===== src/rtl/mult16_shift_add.sv =====
// Unsigned shift-and-add multiplier: WIDTH RUN cycles per product (fewer if MULT_EARLY_TERM_EN is defined).
// start is taken only in IDLE or DONE and ignored while busy; done pulses for one cycle as p/ovfl update.
module mult16_shift_add #(
   parameter int WIDTH = 16
) (
   input  logic             clock,
   input  logic             reset,
   input  logic             start,
   input  logic [WIDTH-1:0] a,
   input  logic [WIDTH-1:0] b,
   output logic             busy,
   output logic             done,
   output logic [WIDTH-1:0] p,
   output logic             ovfl
);

   localparam int CW = $clog2(WIDTH) + 1;

   typedef enum logic [1:0] {IDLE, RUN, DONE} state_t;

   state_t             state;
   logic [2*WIDTH-1:0] acc;
   logic [2*WIDTH-1:0] mcand;
   logic [2*WIDTH-1:0] acc_nxt;
   logic [WIDTH-1:0]   mplier;
   logic [WIDTH-1:0]   mplier_nxt;
   logic [CW-1:0]      count;
   logic               last;

   always_comb begin
      acc_nxt    = mplier[0] ? (acc + mcand) : acc;
      mplier_nxt = mplier >> 1;
`ifdef MULT_EARLY_TERM_EN
      // no set bits left in the multiplier means the remaining steps add nothing
      last       = (count == CW'(WIDTH-1)) || (mplier_nxt == '0);
`else
      last       = (count == CW'(WIDTH-1));
`endif
   end

   always_ff @(posedge clock or posedge reset) begin
      if (reset) begin
         state  <= IDLE;
         busy   <= 1'b0;
         done   <= 1'b0;
         p      <= '0;
         ovfl   <= 1'b0;
         acc    <= '0;
         mcand  <= '0;
         mplier <= '0;
         count  <= '0;
      end else begin
         case (state)
            IDLE, DONE: begin
               done <= 1'b0;
               if (start) begin
                  mcand  <= {{WIDTH{1'b0}}, a};
                  mplier <= b;
                  acc    <= '0;
                  count  <= '0;
                  busy   <= 1'b1;
                  state  <= RUN;
               end else begin
                  busy   <= 1'b0;
                  state  <= IDLE;
               end
            end
            RUN: begin
               acc    <= acc_nxt;
               mcand  <= mcand << 1;
               mplier <= mplier_nxt;
               count  <= count + 1'b1;
               if (last) begin
                  p     <= acc_nxt[WIDTH-1:0];
                  ovfl  <= |acc_nxt[2*WIDTH-1:WIDTH];
                  busy  <= 1'b0;
                  done  <= 1'b1;
                  state <= DONE;
               end
            end
            default: begin
               busy  <= 1'b0;
               done  <= 1'b0;
               state <= IDLE;
            end
         endcase
      end
   end

endmodule


===== config.mk =====
export PLATFORM = sky130hd
export DESIGN_NAME = mult16_shift_add
export DESIGN_NICKNAME = d
export VERILOG_FILES = /design/src/rtl/mult16_shift_add.sv
export SDC_FILE = /design/constraint.sdc
export NUM_CORES = 1
export LEC_CHECK = 0
export BUFFER_PORTS_ARGS = -buffer_cell sky130_fd_sc_hd__buf_4
export CORE_MARGIN = 5
export CORE_UTILIZATION = 30
export DETAILED_ROUTE_END_ITERATION = 10
export MAX_ROUTING_LAYER = met4
export PLACE_DENSITY = 0.57
export SETUP_SLACK_MARGIN = 0.4
export SLEW_MARGIN = 20
export SYNTH_ARGS = -nofsm -noshare
export SYNTH_HDL_FRONTEND = slang
export SYNTH_SLANG_ARGS = --single-unit
export TNS_END_PERCENT = 50

===== constraint.sdc =====
create_clock -name clock -period 6.9 [get_ports clock]
set_input_delay 1.38 -clock clock [delete_from_list [all_inputs] [get_ports clock]]
set_output_delay 1.38 -clock clock [all_outputs]
set_load 0.01 [all_outputs]

== Yosys cells after proc, flatten, opt, wreduce, memory -nomap -nowiden ==
Index checks and enable logic that the tools add are counted.
Widths: inputs -> output; s select.

* Register bits: 106
* Latch bits: 0
* RAM bits: 0
* Bits in read-only memories: 0
* Input port bits: 35
* Output and inout bits: 19
* Logic and storage cells: 39
* Memories: 0

* Add/subtract/negate cells: 2
* Multipliers: 0
* Div/mod/pow operators: 0
* Magnitude comparators: 0
* Equal/unequal tests: 5
* Shift-type cells: 0
* Mux-type cells: 17
* Bitwise logic cells: 0
* Reductions and logical operators: 6

{| class="wikitable"
|+ Operator list
! kind !! number
|-
| $pmux 32 s2 || 2
|-
| $mux 32 || 3
|-
| $add 32x32->32 || 1
|-
| $pmux 16 s2 || 1
|-
| $mux 16 || 1
|-
| $reduce_or 16->1 || 1
|-
| $pmux 5 s2 || 1
|-
| $add 5x1->5 const B || 1
|-
| $eq 5x4->1 const B || 1
|-
| $mux 1 || 5
|-
| $mux 5 || 1
|-
| $ne 2x2->1 const B || 2
|-
| $pmux 2 s2 || 1
|-
| $reduce_and 2->1 || 2
|-
| $eq 2x1->1 const B || 1
|-
| $eq 2x2->1 const B || 1
|-
| $logic_not 2->1 || 1
|-
| $mux 2 || 1
|-
| $pmux 1 s2 || 1
|-
| $reduce_bool 2->1 || 1
|-
| $reduce_or 2->1 || 1
|}

== Logic depth before layout (Yosys ltp) ==
* Word-level depth: 4
* Depth in mapped cells: 12
* Mapped depth without buffers: 11

== Worst setup path after synthesis ==
OpenSTA, ideal clock, no wires.

* Path type: register to register
* From: register acc[0]
* To: register ovfl
* Setup time: 0.130 ns
* Arrival: 2.970 ns
* Required time: 6.770 ns
* Path slack: 3.799 ns
* Cell stages (with the launch flop): 12
* Buffers on the path: 0
* Period minus slack after synthesis: 3.101 ns
* Path through: dfrtp_1 -> ha_1 -> fa_1 -> a21o_1 -> a221o_2 -> a211oi_1 -> nand2b_1 -> o21ai_1 -> mux2i_1 -> a2111o_1 -> a2111oi_2 -> a21oi_1

* Longest elaborated chain between the ends: 3

{| class="wikitable"
|+ Ends and longest elaborated chain
! item !! line !! source
|-
| from (decl) || 22 || <nowiki>logic [2*WIDTH-1:0] acc;</nowiki>
|-
| from (signal assigned) || 69 || <nowiki>acc <= acc_nxt;</nowiki>
|-
| $add 32x32->32 || 31 || <nowiki>acc_nxt = mplier[0] ? (acc + mcand) : acc;</nowiki>
|-
| $mux 32 || 31 ||
|-
| $reduce_or 16->1 || 75 || <nowiki>ovfl <= |acc_nxt[2*WIDTH-1:WIDTH];</nowiki>
|-
| to (signal assigned) || 75 ||
|-
| to (decl) || 14 || <nowiki>output logic ovfl</nowiki>
|}

No other way between the ends.
A chain may end at the register's enable or synchronous reset.

== Worst setup path in the final report ==
Same ends and word-level chain as after synthesis.

==> flow_summary.toml <==
[run_status]
run_status = "finished clean"

[worst_setup_path]
timing.critical_path.arrival_ns = 3.72
crit_path_end_kind = "register"
setup.worst_path.start_class = "register"
worstSetupPathType = "register to register"
worstPathRequired_ns = 7.13
critical_path_peak_fanout = 4

[cells_and_area]
drive_above_1_share_pct = 12.8
final_core_utilization_pct = 35.2
area_growth_syn_to_layout_pct = 14.7
final_nets = 790
insertedDiodeCount = 0
stdcell_area_sq_mm = 0.00719

[placed_design]
dpl-instance-area_sq_mm = 0.00688
place.gp.congestion = 0.933
io_buffer_count = 53
hpwl_mm = 11.8

[floorplan]
die_width_um = 155
row_count = 52
die_area_sq_mm = 0.0239
io-pin-count = 54
initial_utilization_pct = 30.7
floorplan.core_area_sq_mm = 0.0204
die_h_um = 155

[power]
total_switching_power_w = 0.00179
irDropWorstVdd_mv = 0.230
pwr-share-clk_pct = 14.1
power.density_cell_area_mw_per_mm2 = 534
power_switching_share_pct = 46.6
power.share.sequential_pct = 29.0
static-leakage-power_nw = 3.26
internal_power_consumption_w = 0.00205
total_power_of_the_final_layout_w = 0.00384
combinationalPowerShare_pct = 57.0

[timing]
slew_headroom_pct = 27.8
rsz0062_at_grt = "false"
finClkSkew_ns = 0.0181
report.final.setup_viol = 0
worst_pin_slew_ns = 1.08
maxSlewViolCount = 0
timing.setup.tns_ns = 0
max_clock_freq_mhz = 287
hold_violations = 0
finalCriticalPeriod_ns = 3.49
final.period_utilization_pct = 50.5

[cts]
cts_hold_buf = 0
cts_inserted_buffers = 9
tritoncts = "yes"
cts-htree-levels = 3
clk-insertion-delay-late_ns = 0.36
post_cts_resize_count = 0
cts-root-to-sink-buffers = 2
clkTransAtPathRegs_ns = 0.08
cts.root.buffer_cell = "sky130_fd_sc_hd__clkbuf_16"
post-cts-setup-buffers = 0
clkSinkCount = 105

[synth]
synth.cell_area_sq_mm = 0.00627
ys_warn_count = 0
ys_seq_elements = 105
synth_top_flop_cell = "sky130_fd_sc_hd__dfrtp_1"
count_of_flip_flops_with_a_built_in_enable_after_synthesis = 0
synth_cells = 699
yosys.area.top_type_share_pct = 41.9
yosysUniqueCellTypes = 63
proportion_of_synthesized_chip_area_in_sequential_cells_pct = 41.9
synth_async_sr_flop_share_pct = 100
avgSynthCellArea_sq_um = 8.96
syn_nets = 768
synth_area_leaders = "sky130_fd_sc_hd__dfrtp_1 (42%), sky130_fd_sc_hd__nand2_1 (6.8%), sky130_fd_sc_hd__ha_1 (6.6%), sky130_fd_sc_hd__o21ai_0 (4.6%), sky130_fd_sc_hd__a22oi_1 (3.5%)"
synth_area_leader_cell = "sky130_fd_sc_hd__dfrtp_1"

[drt]
drt_first_iter_violations = 320
detailedRoute.firstPassIterationCount = 5
route.vias.total = 5383
route.detailed.wl_per_inst_um = 16.9
drt_drc_violations_left = 0
wl_mm = 16.8
route.antenna.remaining_nets = 0
avgViaCountPerCell = 5.40

[worst_hold_path]
class_of_the_worst_hold_path = "register to register"

[global_route]
grt.overflow.total = 0
global_route_wire_length_before_repair_mm = 27.8
grt_start_max_net_pins = 62
grt_use_total_pct = 14.7
grt_pass1_vias = 5290
antenna_found_initial = 0

[job]
drv.max_cap_violation_count = 0
through the flow:
step | cells | hold slack [ns] | worst slack (ns)
finish | 996 | 0.483 | 3.41
global route | 996 | 0.510 | 3.20
CTS | 996 | 0.489 | 3.42
detailed placement | 980 | 0.466 | 3.46
global placement | 980 | 0.461 | 3.52
floorplan | 699 | 0.446 | 2.76
synthesized netlist by cell type, types with 4 or more instances:
| library cell | n |
|---|---|
| sky130_fd_sc_hd__a211o_1 | 9 |
| sky130_fd_sc_hd__and3_1 | 12 |
| sky130_fd_sc_hd__nor2_1 | 39 |
| sky130_fd_sc_hd__nand4_1 | 17 |
| sky130_fd_sc_hd__buf_2 | 9 |
| sky130_fd_sc_hd__inv_1 | 11 |
| sky130_fd_sc_hd__xor2_1 | 5 |
| sky130_fd_sc_hd__nand2_1 | 113 |
| sky130_fd_sc_hd__o21ai_0 | 57 |
| sky130_fd_sc_hd__ha_1 | 33 |
| sky130_fd_sc_hd__nor3_1 | 9 |
| sky130_fd_sc_hd__clkbuf_1 | 32 |
| sky130_fd_sc_hd__a22oi_1 | 29 |
| sky130_fd_sc_hd__nor2b_1 | 6 |
| sky130_fd_sc_hd__o21bai_1 | 4 |
| sky130_fd_sc_hd__xnor2_1 | 18 |
| sky130_fd_sc_hd__nand3_1 | 29 |
| sky130_fd_sc_hd__mux2i_1 | 10 |
| sky130_fd_sc_hd__buf_1 | 7 |
| sky130_fd_sc_hd__a21oi_1 | 36 |
| sky130_fd_sc_hd__or3_1 | 4 |
| sky130_fd_sc_hd__a211oi_1 | 4 |
| sky130_fd_sc_hd__o21a_1 | 9 |
| sky130_fd_sc_hd__o2111ai_1 | 4 |
| sky130_fd_sc_hd__nand2b_1 | 4 |
| sky130_fd_sc_hd__dfrtp_1 | 105 |
| sky130_fd_sc_hd__a21o_1 | 12 |
| sky130_fd_sc_hd__a22o_1 | 20 |
layer usage:
layer | vias up | global-route usage (%) | share of wire, %
met4 | 0 | 5.34 | 2.8
met1 | 2612 | 20.0 | 49
met5 | - | - | 0
met3 | 28 | 2.40 | 3.9
met2 | 138 | 22.0 | 45
li1 | 2605 | - | -
layout by cell type (no fill, tap or decap), types with 3 or more instances in the layout:
cell type,count
sky130_fd_sc_hd__inv_1,10
sky130_fd_sc_hd__or3b_2,3
sky130_fd_sc_hd__nor4_1,3
sky130_fd_sc_hd__nor2b_1,4
sky130_fd_sc_hd__a21o_1,12
sky130_fd_sc_hd__o21a_1,9
sky130_fd_sc_hd__ha_1,33
sky130_fd_sc_hd__dfrtp_1,105
sky130_fd_sc_hd__nor3_1,9
sky130_fd_sc_hd__nand4_1,17
sky130_fd_sc_hd__o21bai_1,4
sky130_fd_sc_hd__o211ai_1,3
sky130_fd_sc_hd__nand3_1,29
sky130_fd_sc_hd__nand2_1,113
sky130_fd_sc_hd__or3_1,4
sky130_fd_sc_hd__xor2_1,5
sky130_fd_sc_hd__o2111ai_1,4
sky130_fd_sc_hd__a211o_1,9
sky130_fd_sc_hd__a22o_1,20
sky130_fd_sc_hd__a2111oi_0,3
sky130_fd_sc_hd__inv_6,3
sky130_fd_sc_hd__mux2i_1,10
sky130_fd_sc_hd__nand2b_1,3
sky130_fd_sc_hd__xnor2_1,18
sky130_fd_sc_hd__nor2_1,38
sky130_fd_sc_hd__a22oi_1,29
sky130_fd_sc_hd__a211oi_1,4
sky130_fd_sc_hd__o21ai_0,57
sky130_fd_sc_hd__buf_4,59
sky130_fd_sc_hd__a21oi_1,36
sky130_fd_sc_hd__clkbuf_16,9
sky130_fd_sc_hd__a31o_2,3
sky130_fd_sc_hd__and3_1,12
power by group through the flow:
| stage | combinational [W] | sequential, W | clock (W) |
|---|---|---|---|
| finish | 0.00219 | 0.00111 | 0.000540 |
| global route | 0.00244 | 0.00115 | 0.000580 |
| CTS | 0.00219 | 0.00111 | 0.000559 |
| detailed placement | 0.00218 | 0.00112 | 0 |
| global placement | 0.00218 | 0.00112 | 0 |
| floorplan | 0.00164 | 0.00108 | 0 |
area by class of cell:
class                      count  area (sq um)
multi-input combinational    534          3420
clock inverter                 6          81.3
fill                        2135         13200
clock buffer                  10           229
inverter                      12          47.5
sequential                   105          2630
tap                          270           338
timing repair buffer          59           443
cells by family after synthesis:
kind of cell,synth area share [%]
simple gates,18.1
fa+ha+maj,6.91
buf+inv,3.77
mux,1.60
xor+xnor,3.21
compound gates,24.5
flops,41.9
final timing paths:
check,from,to,slack (ns),cells past startpoint
max in group asynchronous,reset,count[1],4.60,3
min in group asynchronous,reset,acc[11],1.11,2
min reg2reg,mplier[4],mplier[4],0.48,2
max reg2reg,acc[0],ovfl,3.41,11
max,acc[0],ovfl,3.41,11
min,mplier[4],mplier[4],0.48,2
critical path, stage by stage, from the launching register on:
cell	delay, ns
sky130_fd_sc_hd__dfrtp_1	0.40
sky130_fd_sc_hd__ha_1	0.23
sky130_fd_sc_hd__fa_1	0.42
sky130_fd_sc_hd__a21o_1	0.19
sky130_fd_sc_hd__a221o_2	0.43
sky130_fd_sc_hd__a211oi_1	0.22
sky130_fd_sc_hd__nand2b_1	0.27
sky130_fd_sc_hd__o21ai_1	0.16
sky130_fd_sc_hd__mux2i_1	0.18
sky130_fd_sc_hd__a2111o_1	0.43
sky130_fd_sc_hd__a2111oi_2	0.30
sky130_fd_sc_hd__a21oi_1	0.12
state kept, by name (all words and copies together) (netlist names):
name	flops
acc	32
mcand	32
mplier	16
p	16
count	5
state	2
busy	1
ovfl	1
(Power assumes the default switching activity.)
